File: config.mk
export PLATFORM = sky130hd
export DESIGN_NAME = regfile_write_arbiter
export DESIGN_NICKNAME = d
export VERILOG_FILES = /design/src/rtl/regfile_pkg.sv /design/src/rtl/regfile_write_arbiter_rr.sv /design/src/rtl/regfile_write_arbiter.sv
export SDC_FILE = /design/constraint.sdc
export NUM_CORES = 1
export LEC_CHECK = 0
export ABC_AREA = 1
export ABC_CLOCK_PERIOD_IN_PS = 2500
export BUFFER_PORTS_ARGS = -buffer_cell sky130_fd_sc_hd__clkbuf_2
export CAP_MARGIN = 20
export CORE_ASPECT_RATIO = 0.8
export CORE_MARGIN = 2
export CORE_UTILIZATION = 42
export CTS_CLUSTER_SIZE = 16
export DETAILED_ROUTE_END_ITERATION = 7
export PLACE_DENSITY = 0.82
export SLEW_MARGIN = 5
export SYNTH_ARGS = -nofsm -noshare
export SYNTH_HDL_FRONTEND = slang
export SYNTH_HIERARCHICAL = 1
export SYNTH_SLANG_ARGS = --single-unit
File: constraint.sdc
create_clock -name clk -period 2.5 [get_ports clk]
set_clock_uncertainty 0.1 [all_clocks]
set_input_delay 0.5 -clock clk [delete_from_list [all_inputs] [get_ports clk]]
set_output_delay 0.5 -clock clk [all_outputs]
set_load 0.1 [all_outputs]
File: src/rtl/regfile_pkg.sv
// Shared register-file definitions for the writeback path.
// Contents:
//   REG_ADDR_W / REG_DATA_W / NUM_REGS : geometry of the register file
//   REG_ZERO                           : address of the hard-wired zero register
//   wb_req_t                           : one writeback source's request bundle
package regfile_pkg;

    localparam int REG_ADDR_W = 5;
    localparam int REG_DATA_W = 32;
    localparam int NUM_REGS   = 32;

    localparam logic [REG_ADDR_W-1:0] REG_ZERO = 5'd0;

    typedef struct packed {
        logic                  valid;
        logic [REG_ADDR_W-1:0] addr;
        logic [REG_DATA_W-1:0] data;
    } wb_req_t;

endpackage

File: src/rtl/regfile_write_arbiter_rr.sv
// Combinational round-robin picker.
// Ports:
//   req     in  N      request vector
//   ptr     in  PTR_W  index with highest priority this cycle
//   gnt     out N      one-hot grant, all-zero when no request
//   gnt_idx out PTR_W  index of the granted request (0 when none)
module rr_arbiter #(
    parameter int N     = 3,
    parameter int PTR_W = $clog2(N)
) (
    input  logic [N-1:0]     req,
    input  logic [PTR_W-1:0] ptr,
    output logic [N-1:0]     gnt,
    output logic [PTR_W-1:0] gnt_idx
);

    // Walk the requesters starting at ptr and wrapping modulo N; the first
    // active one wins. found stops later candidates from overriding it.
    always_comb begin
        logic found;
        int   idx;
        gnt     = '0;
        gnt_idx = '0;
        found   = 1'b0;
        idx     = 0;
        for (int k = 0; k < N; k++) begin
            idx = (int'(ptr) + k) % N;
            if (!found && req[idx]) begin
                gnt[idx] = 1'b1;
                gnt_idx  = PTR_W'(idx);
                found    = 1'b1;
            end
        end
    end

endmodule

File: src/rtl/regfile_write_arbiter.sv
// Shares the single register-file write port among NREQ writeback sources.
// Round-robin grant with valid/ready handshake; the accepted write appears on
// the registered outputs one cycle later. Writes to x0 are accepted but never
// strobed.
// Ports:
//   clk, rst    clock and asynchronous active-high reset
//   req_valid   per-requester write pending
//   req_addr    packed destinations, requester i at [i*ADDR_W +: ADDR_W]
//   req_data    packed data, requester i at [i*DATA_W +: DATA_W]
//   req_ready   one-hot-or-zero grant
//   writeS      registered write strobe
//   address3    registered write address
//   writeData   registered write data
//   wr_pending  copy of writeS for hazard logic
//   commit_cnt  saturating count of strobed writes
module regfile_write_arbiter
    import regfile_pkg::*;
#(
    parameter int NREQ   = 3,
    parameter int ADDR_W = REG_ADDR_W,
    parameter int DATA_W = REG_DATA_W,
    parameter int CNT_W  = 16
) (
    input  logic                   clk,
    input  logic                   rst,
    input  logic [NREQ-1:0]        req_valid,
    input  logic [NREQ*ADDR_W-1:0] req_addr,
    input  logic [NREQ*DATA_W-1:0] req_data,
    output logic [NREQ-1:0]        req_ready,
    output logic                   writeS,
    output logic [ADDR_W-1:0]      address3,
    output logic [DATA_W-1:0]      writeData,
    output logic                   wr_pending,
    output logic [CNT_W-1:0]       commit_cnt
);

    localparam int PTR_W = $clog2(NREQ);

    logic [PTR_W-1:0]  rr_ptr_q, rr_ptr_d;
    logic              write_s_q, write_s_d;
    logic [ADDR_W-1:0] address3_q, address3_d;
    logic [DATA_W-1:0] write_data_q, write_data_d;
    logic [CNT_W-1:0]  commit_cnt_q, commit_cnt_d;

    logic [NREQ-1:0]   gnt;
    logic [PTR_W-1:0]  gnt_idx;
    logic              xfer;
    logic [ADDR_W-1:0] gnt_addr;
    logic [DATA_W-1:0] gnt_data;

    rr_arbiter #(.N(NREQ), .PTR_W(PTR_W)) u_rr (
        .req     (req_valid),
        .ptr     (rr_ptr_q),
        .gnt     (gnt),
        .gnt_idx (gnt_idx)
    );

    // Grants are suppressed during reset so no requester believes its write
    // was taken while the output stage is being cleared.
    assign req_ready = rst ? '0 : gnt;
    assign xfer      = (|gnt) && !rst;

    // Only the granted slice is ever selected, and it is only consumed when
    // xfer is set, so idle requesters' addr/data cannot leak to the outputs.
    assign gnt_addr = req_addr[int'(gnt_idx)*ADDR_W +: ADDR_W];
    assign gnt_data = req_data[int'(gnt_idx)*DATA_W +: DATA_W];

    // Next-state for output stage, pointer and counter. The counter advances
    // together with the strobe it counts, so commit_cnt already includes the
    // write currently on the port.
    always_comb begin
        write_s_d    = 1'b0;
        address3_d   = address3_q;
        write_data_d = write_data_q;
        rr_ptr_d     = rr_ptr_q;
        commit_cnt_d = commit_cnt_q;
        if (xfer) begin
            write_s_d    = (gnt_addr != ADDR_W'(REG_ZERO));
            address3_d   = gnt_addr;
            write_data_d = gnt_data;
            rr_ptr_d     = (gnt_idx == PTR_W'(NREQ - 1)) ? '0 : gnt_idx + 1'b1;
        end
        if (write_s_d && (commit_cnt_q != {CNT_W{1'b1}})) begin
            commit_cnt_d = commit_cnt_q + 1'b1;
        end
    end

    always_ff @(posedge clk or posedge rst) begin
        if (rst) begin
            rr_ptr_q     <= '0;
            write_s_q    <= 1'b0;
            address3_q   <= '0;
            write_data_q <= '0;
            commit_cnt_q <= '0;
        end else begin
            rr_ptr_q     <= rr_ptr_d;
            write_s_q    <= write_s_d;
            address3_q   <= address3_d;
            write_data_q <= write_data_d;
            commit_cnt_q <= commit_cnt_d;
        end
    end

    assign writeS     = write_s_q;
    assign wr_pending = write_s_q;
    assign address3   = address3_q;
    assign writeData  = write_data_q;
    assign commit_cnt = commit_cnt_q;

endmodule

-- Word level (Yosys, flattened, before mapping)
Index checks and enable logic that the tools add are counted.
- register bits: 56
- bits of input ports: 116
- output and inout port bits: 58
- logic and storage cells: 63
- add/subtract/negate cells: 4
- $mul: 1
- divide/modulo/power cells: 3
- order comparisons: 6
- equality and inequality tests: 2
- shifts and indexed selects: 2
- mux-type cells: 26
- bitwise operators: 2
- reductions and logical operators: 12
- operator list (operator ; number):
    $ge A32 B1 Y1 const B ; 3
    $lt A32 B4 Y1 const B ; 3
    $shiftx A96 B8 Y32 ; 1
    $mod A32 B3 Y32 const B ; 2
    $mod A3 B3 Y32 const B ; 1
    $add A16 B1 Y16 const B ; 1
    $ne A16 B16 Y1 const B ; 1
    $shiftx A15 B6 Y5 ; 1
    $mux W1 ; 12
    $mux W3 ; 4
    $mux W2 ; 4
    $logic_and A1 B1 Y1 ; 7
    $bmux W1 S2 ; 3
    $demux W1 S2 ; 3
    $or A3 B3 Y3 ; 2
    $mul A2 B3 Y5 const B ; 1
    $reduce_bool A5 Y1 ; 1
    $add A2 B1 Y3 const B ; 1
    $add A2 B2 Y3 const B ; 1
    $logic_not A1 Y1 ; 3
    $reduce_or A3 Y1 ; 1
    $add A2 B1 Y2 const B ; 1
    $eq A2 B2 Y1 const B ; 1

-- Logic depth before layout (Yosys ltp)
Gate-level depths: netlist of the first run.
- depth in word-level cells: 16
- mapped depth: 22
- mapped depth without buffers: 20

-- Cells and area by module
Netlist of the first run, hierarchy kept.
- by module, submodules not included (module ; instances ; cells an instance ; area each (µm²) ; seq. area each (µm²)):
    regfile_write_arbiter ; 1 ; 432 ; 3289.4 ; 1401.3
    rr_arbiter ; 1 ; 62 ; 316.6 ; 0.0

-- Least setup slack after synthesis of the first run
No wires, ideal clock.
- path kind: reg2out
- start: register rr_ptr_q[0]
- end: output port req_ready[1]
- arrival: 2612 ps
- data required time: 1900 ps
- path slack: -712 ps
- stages on the path, launching flop included: 13
- path buffers: 1
- path through: dfrtp_1 inv_1 ha_1 buf_4 nand2_1 nand3_1 nand2_1 nand3_1 nand2_2 inv_2 nand2_1 inv_1 nor2_1
- longest elaborated chain between the ends: 12
- elaborated cells on any way between the ends: 41
- those cells by class: 2 x add/sub; 3 x div; 6 x order compare; 21 x mux; 2 x bitwise; 7 x reduce/logical
- ends and longest elaborated chain (element ; line ; source):
    start, declared ; regfile_write_arbiter.sv:39 ; logic [PTR_W-1:0] rr_ptr_q, rr_ptr_d;
    start signal, assigned ; regfile_write_arbiter.sv:96 ; rr_ptr_q <= rr_ptr_d;
    parallel branches: the longest is 10 deep, another holds $mod A32 B3 Y32 ; n/a ;
    $mux W3 (*) ; regfile_write_arbiter_rr.sv:28 ; if (!found && req[idx]) begin
    via gnt[1] ; regfile_write_arbiter.sv:45 ; logic [NREQ-1:0] gnt;
    $mux W3 (*) ; regfile_write_arbiter.sv:60 ; assign req_ready = rst ? '0 : gnt;
    end, declared ; regfile_write_arbiter.sv:29 ; output logic [NREQ-1:0] req_ready,
Mark *: on every way through the listed nets, which the timed path passes. The select of a mux whose other input is x is not followed.

-- Worst setup path after layout of the first run
- start: register rr_ptr_q[1]
- end: output port req_ready[0]
The elaborated chain is that of the path after synthesis.

==> results.json, run 1 <==
{
  "core_area_um2": 8410,
  "synth_seq_area_share_pct": 38.9,
  "synthFlopType": "dfrtp_1",
  "tightest_slew_ns": 0.584,
  "die_y_um": 86.9,
  "worstSkewPairLatency_ns": 0.31,
  "status": "complete, but fails checks",
  "critPathArrivalTime_ns": 2.16,
  "multi_input_comb_area_um2": 2550,
  "dr.pass1.iters": 7,
  "crit_path_start_kind": "flip-flop",
  "r2r_start": "rr_ptr_q[1]",
  "end_kind": "output port",
  "synth_fa_ha_area_share_pct": 1.73,
  "crit_top_cell": "nand2_2",
  "dp_hpwl_mm": 8.33,
  "drt-initial-drc-count": 236,
  "synthMuxAreaShare_pct": 0,
  "slew_viol_final": 0,
  "num-fill-cells": 589,
  "cts-root-buf": "clkbuf_8",
  "synth-compound-area-share_pct": 9.51,
  "regArea_um2": 1400,
  "path_cells": "ha_4 > inv_4 > nand2_2 > nand3_2 > nand2_4 > buf_6 > nand3_2 > nand2_2 > inv_2 > nand2_2 > inv_2 > nor2_4 > buf_12",
  "grt_usage_pct": 25.5,
  "numClockSinks": 56,
  "yosys.area_share.simple_pct": 40.9,
  "initial_utilization_pct": 42.9,
  "synth-xor-area-share_pct": 1.21,
  "final_nets": 831,
  "synth_warnings": 6,
  "antenna_found_initial": 0,
  "ys_types": 33,
  "grt.overflow.total": 0,
  "max_cap_violations": 0,
  "row_count": 30,
  "ios": 174,
  "syn-cell-area_um2": 3610,
  "dpl-instance-area_um2": 4830,
  "final.setup.tns_ns": -8.72,
  "cts_max_level": 2,
  "hp-class": "in -> async",
  "wl_mm": 13.6,
  "synth_top_family_by_area": "simple AND/OR/NAND/NOR gates",
  "period_minus_slack_ns": 2.76,
  "violations": "DRC, setup timing",
  "cts_buffer_depth": 2,
  "reg2reg_to": "commit_cnt[10]",
  "drive_above_1_share_pct": 54.1,
  "cts_hold_buf": 0,
  "dr_total_vias": 4522,
  "gp_congestion": 0.910,
  "fin_crit_sh_pct": 110,
  "reg2reg_depth": 16,
  "synthesis.nets": 615,
  "maxSlewHeadroom_pct": 61.2,
  "clkSlewWorstSetupHoldPaths_ns": 0.11,
  "slowest_delay_ns": 0.47,
  "die_w_um": 108,
  "critPathKind": "reg -> out",
  "final_hold_viol_count": 0,
  "grt_pass1_wl_mm": 19.3,
  "port_buffers": 173,
  "crit_family": "simple AND/OR/NAND/NOR gates",
  "drcViolationCount": 2,
  "synth_area_per_cell_um2": 7.30,
  "viasPerCell": 5.49,
  "critPathSlowestCell": "dfrtp_2",
  "stdcell_area_um2": 6000,
  "crit_required_ns": 1.90,
  "crit_fanout": 6,
  "post_drt_wl_per_cell_um": 16.5,
  "cts_tree": "done",
  "finalSetupViolations": 56,
  "grt_max_degree": 33,
  "diodes": 0,
  "ant_nets": 0,
  "cts_made_buffers": 5,
  "synth_edf_count": 0,
  "ys_ff_latch": 56,
  "utilization_pct": 71.3,
  "rsz0062_at_grt": "true",
  "max_freq_mhz": 362,
  "postSynth.asyncResetShare_pct": 100,
  "synth_cells": 494,
  "area_growth_syn_to_layout_pct": 66.3,
  "finalWorstSetupSlack_ns": -0.262,
  "r2r_setup_slack_ns": -0.26,
  "fp.dieArea_um2": 9350,
  "path_buf_inv": 5,
  "grt_pass1_vias": 4131
}
[area by class of cell]
class / instances / area share (%)
inverter: 36 / 2.67
sequential: 56 / 23.4
timing repair buffer: 233 / 27.4
tap: 112 / 2.34
clock buffer: 6 / 1.38
clock inverter: 2 / 0.230
multi-input combinational: 378 / 42.6
[cells by family after synthesis]
group	after synthesis
AO/OA/AOI/OAI	42
XOR/XNOR	5
adder cells (fa/ha/maj)	5
buffers and inverters	61
flip-flops	56
AND/OR/NAND/NOR	325
[cells in the mapped netlist, types with 2 or more instances]
master    count  area (um^2)
a41oi_1      32          280
buf_1         7         26.3
buf_6         2         22.5
nor2_2        2         12.5
o21ai_1       2         10.0
nor3_1        2         10.0
nand3_1      25          125
dfrtp_1      56         1400
clkbuf_1      8         30.0
buf_2         5         25.0
nand3_2       3         30.0
nand2_1     194          728
nand2_2      12         75.1
xor2_1        2         17.5
buf_4         2         15.0
inv_4         2         12.5
xnor2_1       3         26.3
o21ai_0       4         20.0
nor2_4        5         56.3
inv_1        26         97.6
nand3_4       2         35.0
inv_2         8         30.0
nand4_1      25          156
nor2_1       52          195
ha_1          5         62.6
[cells in the final DEF, fill, tap and decap left out, types with 15 or more instances in the layout]
master | synthesis | layout
nand2_1 | 194 | 173
clkbuf_2 | 0 | 170
dfrtp_1 | 56 | 55
nor2_1 | 52 | 30
a41oi_2 | 0 | 30
buf_4 | 2 | 30
nand2_2 | 12 | 29
nand4_1 | 25 | 25
nor2_4 | 5 | 22
inv_1 | 26 | 18
nand3_2 | 3 | 15
buf_12 | 1 | 15
[metal layers]
metal	GRT usage, %	vias to the layer above	share of wire, %
li1	-	2072	-
met1	31.0	2097	38
met2	45.1	290	50
met3	5.09	63	8.4
met4	9.44	0	4.3
met5	0	-	0
[worst max path at each step]
stage / slack (ns) / startpoint / cells after the start / endpoint
finish: -0.26 / rr_ptr_q[1] / 13 / req_ready[0]
detailed placement: -0.24 / rr_ptr_q[0] / 18 / commit_cnt[9]
CTS: -0.12 / rr_ptr_q[1] / 13 / req_ready[0]
global placement: -0.03 / rr_ptr_q[0] / 18 / commit_cnt[13]
global route: -0.35 / rr_ptr_q[1] / 13 / req_ready[0]
floorplan: 0.002 / rr_ptr_q[0] / 22 / commit_cnt[1]
[sequential cells by signal, indices dropped and copies added (netlist names)]
signal and flops:
wr_pending 1, commit_cnt 16, rr_ptr_q 2, address3 5, writeData 32
[what timing repair did]
item / in CTS / in global routing
setup endpoints to repair: 53 / 59
setup buffers: 19 / 12
pin swaps: 21 / 16
cloned: 7 / 1
resized for setup: 56 / 105
[through the flow]
step / cells / worst slack, ns / hold WS (ns)
2_1_floorplan: 494 / 0.00154 / 0.395
3_3_place_gp: 779 / -0.0305 / 0.367
3_5_place_dp: 779 / -0.236 / 0.370
4_1_cts: 812 / -0.118 / 0.270
5_1_grt: 823 / -0.354 / 0.296
6_report: 823 / -0.262 / 0.252
Power of run 1 is not shown: default switching activity piles up to over one toggle a cycle in this logic, so the estimate is an artifact.
==> run 2: changes to the inputs <==
Settings changed: CELL_PAD_IN_SITES_DETAIL_PLACEMENT from default to 1, CELL_PAD_IN_SITES_GLOBAL_PLACEMENT from default to 2, CORE_MARGIN 2 to 5, CORE_UTILIZATION 42 to 22, SETUP_SLACK_MARGIN from default to 0.15.
==> results.json, run 2 (synthesized netlist as in run 1, its figures left out) <==
{
  "die_w_um": 153,
  "core_area_um2": 16000,
  "worstSkewPairLatency_ns": 0.31,
  "antenna_found_initial": 0,
  "finalSetupViolations": 54,
  "numClockSinks": 56,
  "path_cells": "inv_2 > ha_4 > inv_4 > nand2_1 > nand3_2 > nand2_2 > nand4_1 > buf_4 > nand2_8 > inv_4 > nand3_1 > nand3_2 > nor2_4 > nand3_4 > buf_6 > nand4_1 > nand2_1",
  "cts-root-buf": "clkbuf_16",
  "cts_tree": "done",
  "largest_reg_flops": 32,
  "row_count": 41,
  "clkSlewWorstSetupHoldPaths_ns": 0.08,
  "grt.overflow.total": 0,
  "hp-class": "in -> async",
  "maxSlewHeadroom_pct": 61.5,
  "ios": 174,
  "max_freq_mhz": 373,
  "multi_input_comb_area_um2": 2610,
  "drt-initial-drc-count": 137,
  "reg2reg_to": "commit_cnt[11]",
  "r2r_start": "rr_ptr_q[0]",
  "port_buffers": 173,
  "diodes": 0,
  "final.setup.tns_ns": -4.82,
  "critPathSlowestCell": "dfrtp_1",
  "grt_pass1_vias": 4772,
  "crit_fanout": 6,
  "slowest_delay_ns": 0.39,
  "slew_viol_final": 0,
  "status": "complete, but fails checks",
  "viasPerCell": 4.71,
  "grt_pass1_wl_mm": 25.5,
  "dr.pass1.iters": 4,
  "crit_family": "simple AND/OR/NAND/NOR gates",
  "max_cap_violations": 0,
  "gp_congestion": 0.895,
  "dpl-instance-area_um2": 4960,
  "layout_commonest_cell": "clkbuf_2",
  "regArea_um2": 1400,
  "grt_usage_pct": 16.3,
  "crit_path_start_kind": "flip-flop",
  "area_growth_syn_to_layout_pct": 81.4,
  "ant_nets": 0,
  "fin_crit_sh_pct": 107,
  "die_y_um": 125,
  "final_hold_viol_count": 0,
  "cts_buffer_depth": 2,
  "end_kind": "flip-flop",
  "tightest_slew_ns": 0.579,
  "violations": "setup timing",
  "critPathArrivalTime_ns": 2.77,
  "r2r_setup_slack_ns": -0.18,
  "final_nets": 847,
  "num-fill-cells": 1923,
  "stdcell_area_um2": 6540,
  "critPathKind": "reg -> reg",
  "grt_max_degree": 33,
  "cts_made_buffers": 5,
  "crit_required_ns": 2.59,
  "final_cell_mix": "170 x clkbuf_2, 167 x nand2_1, 55 x dfrtp_1, 35 x nand2_2, 32 x buf_4",
  "dp_hpwl_mm": 11.1,
  "period_minus_slack_ns": 2.68,
  "rsz0062_at_grt": "true",
  "post_drt_wl_per_cell_um": 18.8,
  "dr_total_vias": 4441,
  "finalWorstSetupSlack_ns": -0.180,
  "wl_mm": 17.7,
  "path_buf_inv": 5,
  "fp.dieArea_um2": 19100,
  "reg2reg_depth": 17,
  "cts_max_level": 2,
  "initial_utilization_pct": 22.6,
  "drive_above_1_share_pct": 56.8,
  "drcViolationCount": 0
}
==> run 2: changes by cell type in the layout (fill, tap and decap cells not counted), sizes merged <==
cell,change
bufinv,+1
clkbuf,+4
buf,+11
clkinv,+1
inv,-1
==> run 2: what timing repair did <==
action / in CTS / in global routing
buffers inserted: 19 / 12
hold buffers: 0 / 0
pin swaps: 7 / 25
resized for setup: 75 / 114
endpoints found under the setup margin: 59 / 59
gates cloned: 9 / 8
==> run 2: how the worst max path moves through the flow <==
stage,start,end,cells past startpoint
finish,rr_ptr_q[0],commit_cnt[11],17
global route,rr_ptr_q[0],commit_cnt[0],18
CTS,rr_ptr_q[1],req_ready[2],13
detailed placement,rr_ptr_q[0],commit_cnt[8],14
global placement,rr_ptr_q[0],commit_cnt[13],14
floorplan,rr_ptr_q[0],commit_cnt[0],22
==> run 2: tightest hold or removal path, cell delays in order <==
cell and delay, ns:
clkbuf_2 0.19, inv_2 0.09, buf_4 0.34
==> run 2: area by class of cell <==
type                    instances  share of cell area (%)
clock buffers                   6                    2.12
clock inverters                 2                   0.593
inverters                      36                    2.45
multi-input cells             378                    39.8
flip-flops and latches         56                    21.4
well taps                     215                    4.11
repair buffers                248                    29.3
repair inverters                1                   0.172
==> run 2: metrics by stage <==
| step | setup WS, ns | util (%) | instances | hold slack (ns) |
|---|---|---|---|---|
| after global routing | -0.340 | 41.0 | 942 | 0.320 |
| after CTS | -0.141 | 36.5 | 922 | 0.289 |
| after global placement | -0.0690 | 31.1 | 886 | 0.369 |
| after detailed placement | -0.215 | 31.1 | 886 | 0.382 |
| final | -0.180 | 41.0 | 942 | 0.292 |
| after floorplan | 0.00179 | - | 494 | 0.395 |
==> run 2: per-layer routing <==
metal | up-vias | GRT usage, % | share of wire [%] | routed length [um]
met3 | 26 | 6.50 | 9.2 | 1630
met2 | 166 | 27.4 | 49 | 8580
met4 | 0 | 3.67 | 2.2 | 397
met5 | - | 0 | 0 | 0
li1 | 2106 | - | - | -
met1 | 2143 | 19.6 | 40 | 7080
Power of run 2 is left out for the same reason.
==> run 3: changes to the inputs <==
Settings changed: ABC_CLOCK_PERIOD_IN_PS 2500 to 3300, CORE_UTILIZATION 22 to 26, GPL_ROUTABILITY_DRIVEN from default to 0, PLACE_DENSITY 0.82 to 0.91, SYNTH_HIERARCHICAL 1 to default.
Clock period 2.5 ns to 3.3 ns, I/O delays scaled along.
==> results.json, run 3 <==
{
  "crit_fanout": 7,
  "dpl-instance-area_um2": 4700,
  "synth_top_area_share_pct": 38.6,
  "num-fill-cells": 1743,
  "diodes": 0,
  "antenna_found_initial": 1,
  "finalSetupViolations": 0,
  "stdcell_area_um2": 4910,
  "cts_made_buffers": 5,
  "crit_required_ns": 2.54,
  "synthFlopType": "dfrtp_1",
  "synth_warnings": 0,
  "viasPerCell": 4.83,
  "dp_hpwl_mm": 10.4,
  "dr_total_vias": 4055,
  "cts_buffer_depth": 2,
  "ys_types": 33,
  "grt_max_degree": 64,
  "max_freq_mhz": 337,
  "grt.overflow.total": 0,
  "final_hold_viol_count": 0,
  "syn-cell-area_um2": 3630,
  "drt-initial-drc-count": 112,
  "port_buffers": 173,
  "cts_max_level": 2,
  "synth-compound-area-share_pct": 15.5,
  "initial_utilization_pct": 26.6,
  "critPathArrivalTime_ns": 2.21,
  "end_kind": "output port",
  "reg2reg_to": "commit_cnt[7]",
  "r2r_start": "rr_ptr_q[0]",
  "worstSkewPairLatency_ns": 0.30,
  "final_cell_mix": "170 x clkbuf_2, 107 x nor2_1, 64 x a21oi_1, 59 x nand2_1, 56 x dfrtp_1",
  "grt_pass1_vias": 4350,
  "synth_area_per_cell_um2": 7.32,
  "clkSlewWorstSetupHoldPaths_ns": 0.07,
  "yosysTopAreaCell": "dfrtp_1",
  "fp.dieArea_um2": 16400,
  "synth_cells": 496,
  "final.setup.tns_ns": 0,
  "synth_seq_area_share_pct": 38.6,
  "grt_pass1_wl_mm": 22.3,
  "cts_hold_buf": 0,
  "dr.pass1.iters": 4,
  "die_y_um": 116,
  "drive_above_1_share_pct": 36.2,
  "postSynth.asyncResetShare_pct": 100,
  "numClockSinks": 56,
  "critPathKind": "reg -> out",
  "die_w_um": 142,
  "area_growth_syn_to_layout_pct": 35.4,
  "final_nets": 780,
  "crit_path_start_kind": "flip-flop",
  "post_drt_wl_per_cell_um": 16.4,
  "status": "finished clean",
  "synth_fa_ha_area_share_pct": 1.72,
  "ios": 174,
  "synthMuxAreaShare_pct": 0,
  "core_area_um2": 13600,
  "drcViolationCount": 0,
  "period_minus_slack_ns": 2.97,
  "reg2reg_depth": 18,
  "max_cap_violations": 0,
  "slew_viol_final": 0,
  "synthesis.nets": 617,
  "yosys.area_share.simple_pct": 33.2,
  "crit_start": "rr_ptr_q[1]",
  "maxSlewHeadroom_pct": 49.6,
  "cts-root-buf": "clkbuf_16",
  "tightest_slew_ns": 0.756,
  "netlist_top_cells_count": "108 x nor2_1, 65 x a21oi_1, 59 x nand2_1, 56 x dfrtp_1, 36 x o21ai_0",
  "synth_edf_count": 0,
  "cts_tree": "done",
  "ys_top_cells_by_area": "dfrtp_1 39%, nor2_1 11%, a21oi_1 9.0%, nand2_1 6.1%, o21ai_0 5.0%",
  "yosysMostFrequentCell": "nor2_1",
  "wl_mm": 13.8,
  "synth-xor-area-share_pct": 3.38,
  "r2r_setup_slack_ns": 0.46,
  "ys_ff_latch": 56,
  "synth_top_family_by_area": "simple AND/OR/NAND/NOR gates",
  "hp-class": "in -> async",
  "postCtsSetupRepairBufs": 0,
  "layout_commonest_cell": "clkbuf_2",
  "rsz0062_at_grt": "false",
  "cp-endpoint": "req_ready[1]",
  "largest_reg_flops": 32,
  "fin_crit_sh_pct": 90.0,
  "grt_usage_pct": 16.9,
  "row_count": 38,
  "ant_nets": 0
}
run 3: logic make-up after synthesis:
| kind of cell | count (synthesis) |
|---|---|
| DFF | 56 |
| buffers and inverters | 62 |
| adders and majority gates | 5 |
| AOI/OAI and AO/OA | 110 |
| and+or+nand+nor | 249 |
| xor gates and xnor gates | 14 |
run 3: repair_timing:
action,4_1_cts,5_1_grt
cloned,1,2
setup endpoints to repair,17,35
pin swaps,0,1
endpoints found under the hold margin,0,0
resized for setup,3,9
run 3: worst min path at each step:
stage                            from            end  slack [ns]
after floorplan           rr_ptr_q[1]    rr_ptr_q[1]        0.48
after global placement    address3[4]    address3[4]        0.40
after detailed placement  address3[4]    address3[4]        0.41
after CTS                         rst    rr_ptr_q[0]        0.40
after global routing              rst    rr_ptr_q[0]        0.44
final                             rst  commit_cnt[5]        0.40
run 3: stage by stage:
step                instances  hold slack, ns  utilization (%)  worst slack, ns
floorplan                 496           0.480                -            0.170
global placement          829           0.402             34.5            0.267
detailed placement        829           0.414             34.5           0.0640
CTS                       838           0.401             35.7            0.139
global route              840           0.441             36.0            0.162
finish                    840           0.398             36.0            0.331
run 3: layout make-up:
type                    instances  area, um^2  area share (%)
inverters                      34         136            2.77
repair buffers                181         991            20.2
multi-input cells             381        2010            41.0
flip-flops and latches         56        1400            28.5
clock buffers                   8         146            2.98
well taps                     180         225            4.58
run 3: worst max-delay path: stages, from the launching register on:
cell and delay, ns:
dfrtp_1 0.41, inv_1 0.11, ha_1 0.30, inv_2 0.08, nand2_2 0.07, nand3_2 0.09
nand2_4 0.13, nand3_1 0.14, nor2_2 0.14, inv_1 0.08, a21oi_4 0.15, buf_8 0.21
run 3: routing by layer:
layer  track usage [%]  vias up  share of wire, %
li1                  -     1974                 -
met4              3.71        2              0.88
met5                 0        -             0.094
met1              20.5     1945                43
met3              6.48       10               8.9
met2              28.6      124                47
Power of run 3 is left out for the same reason.
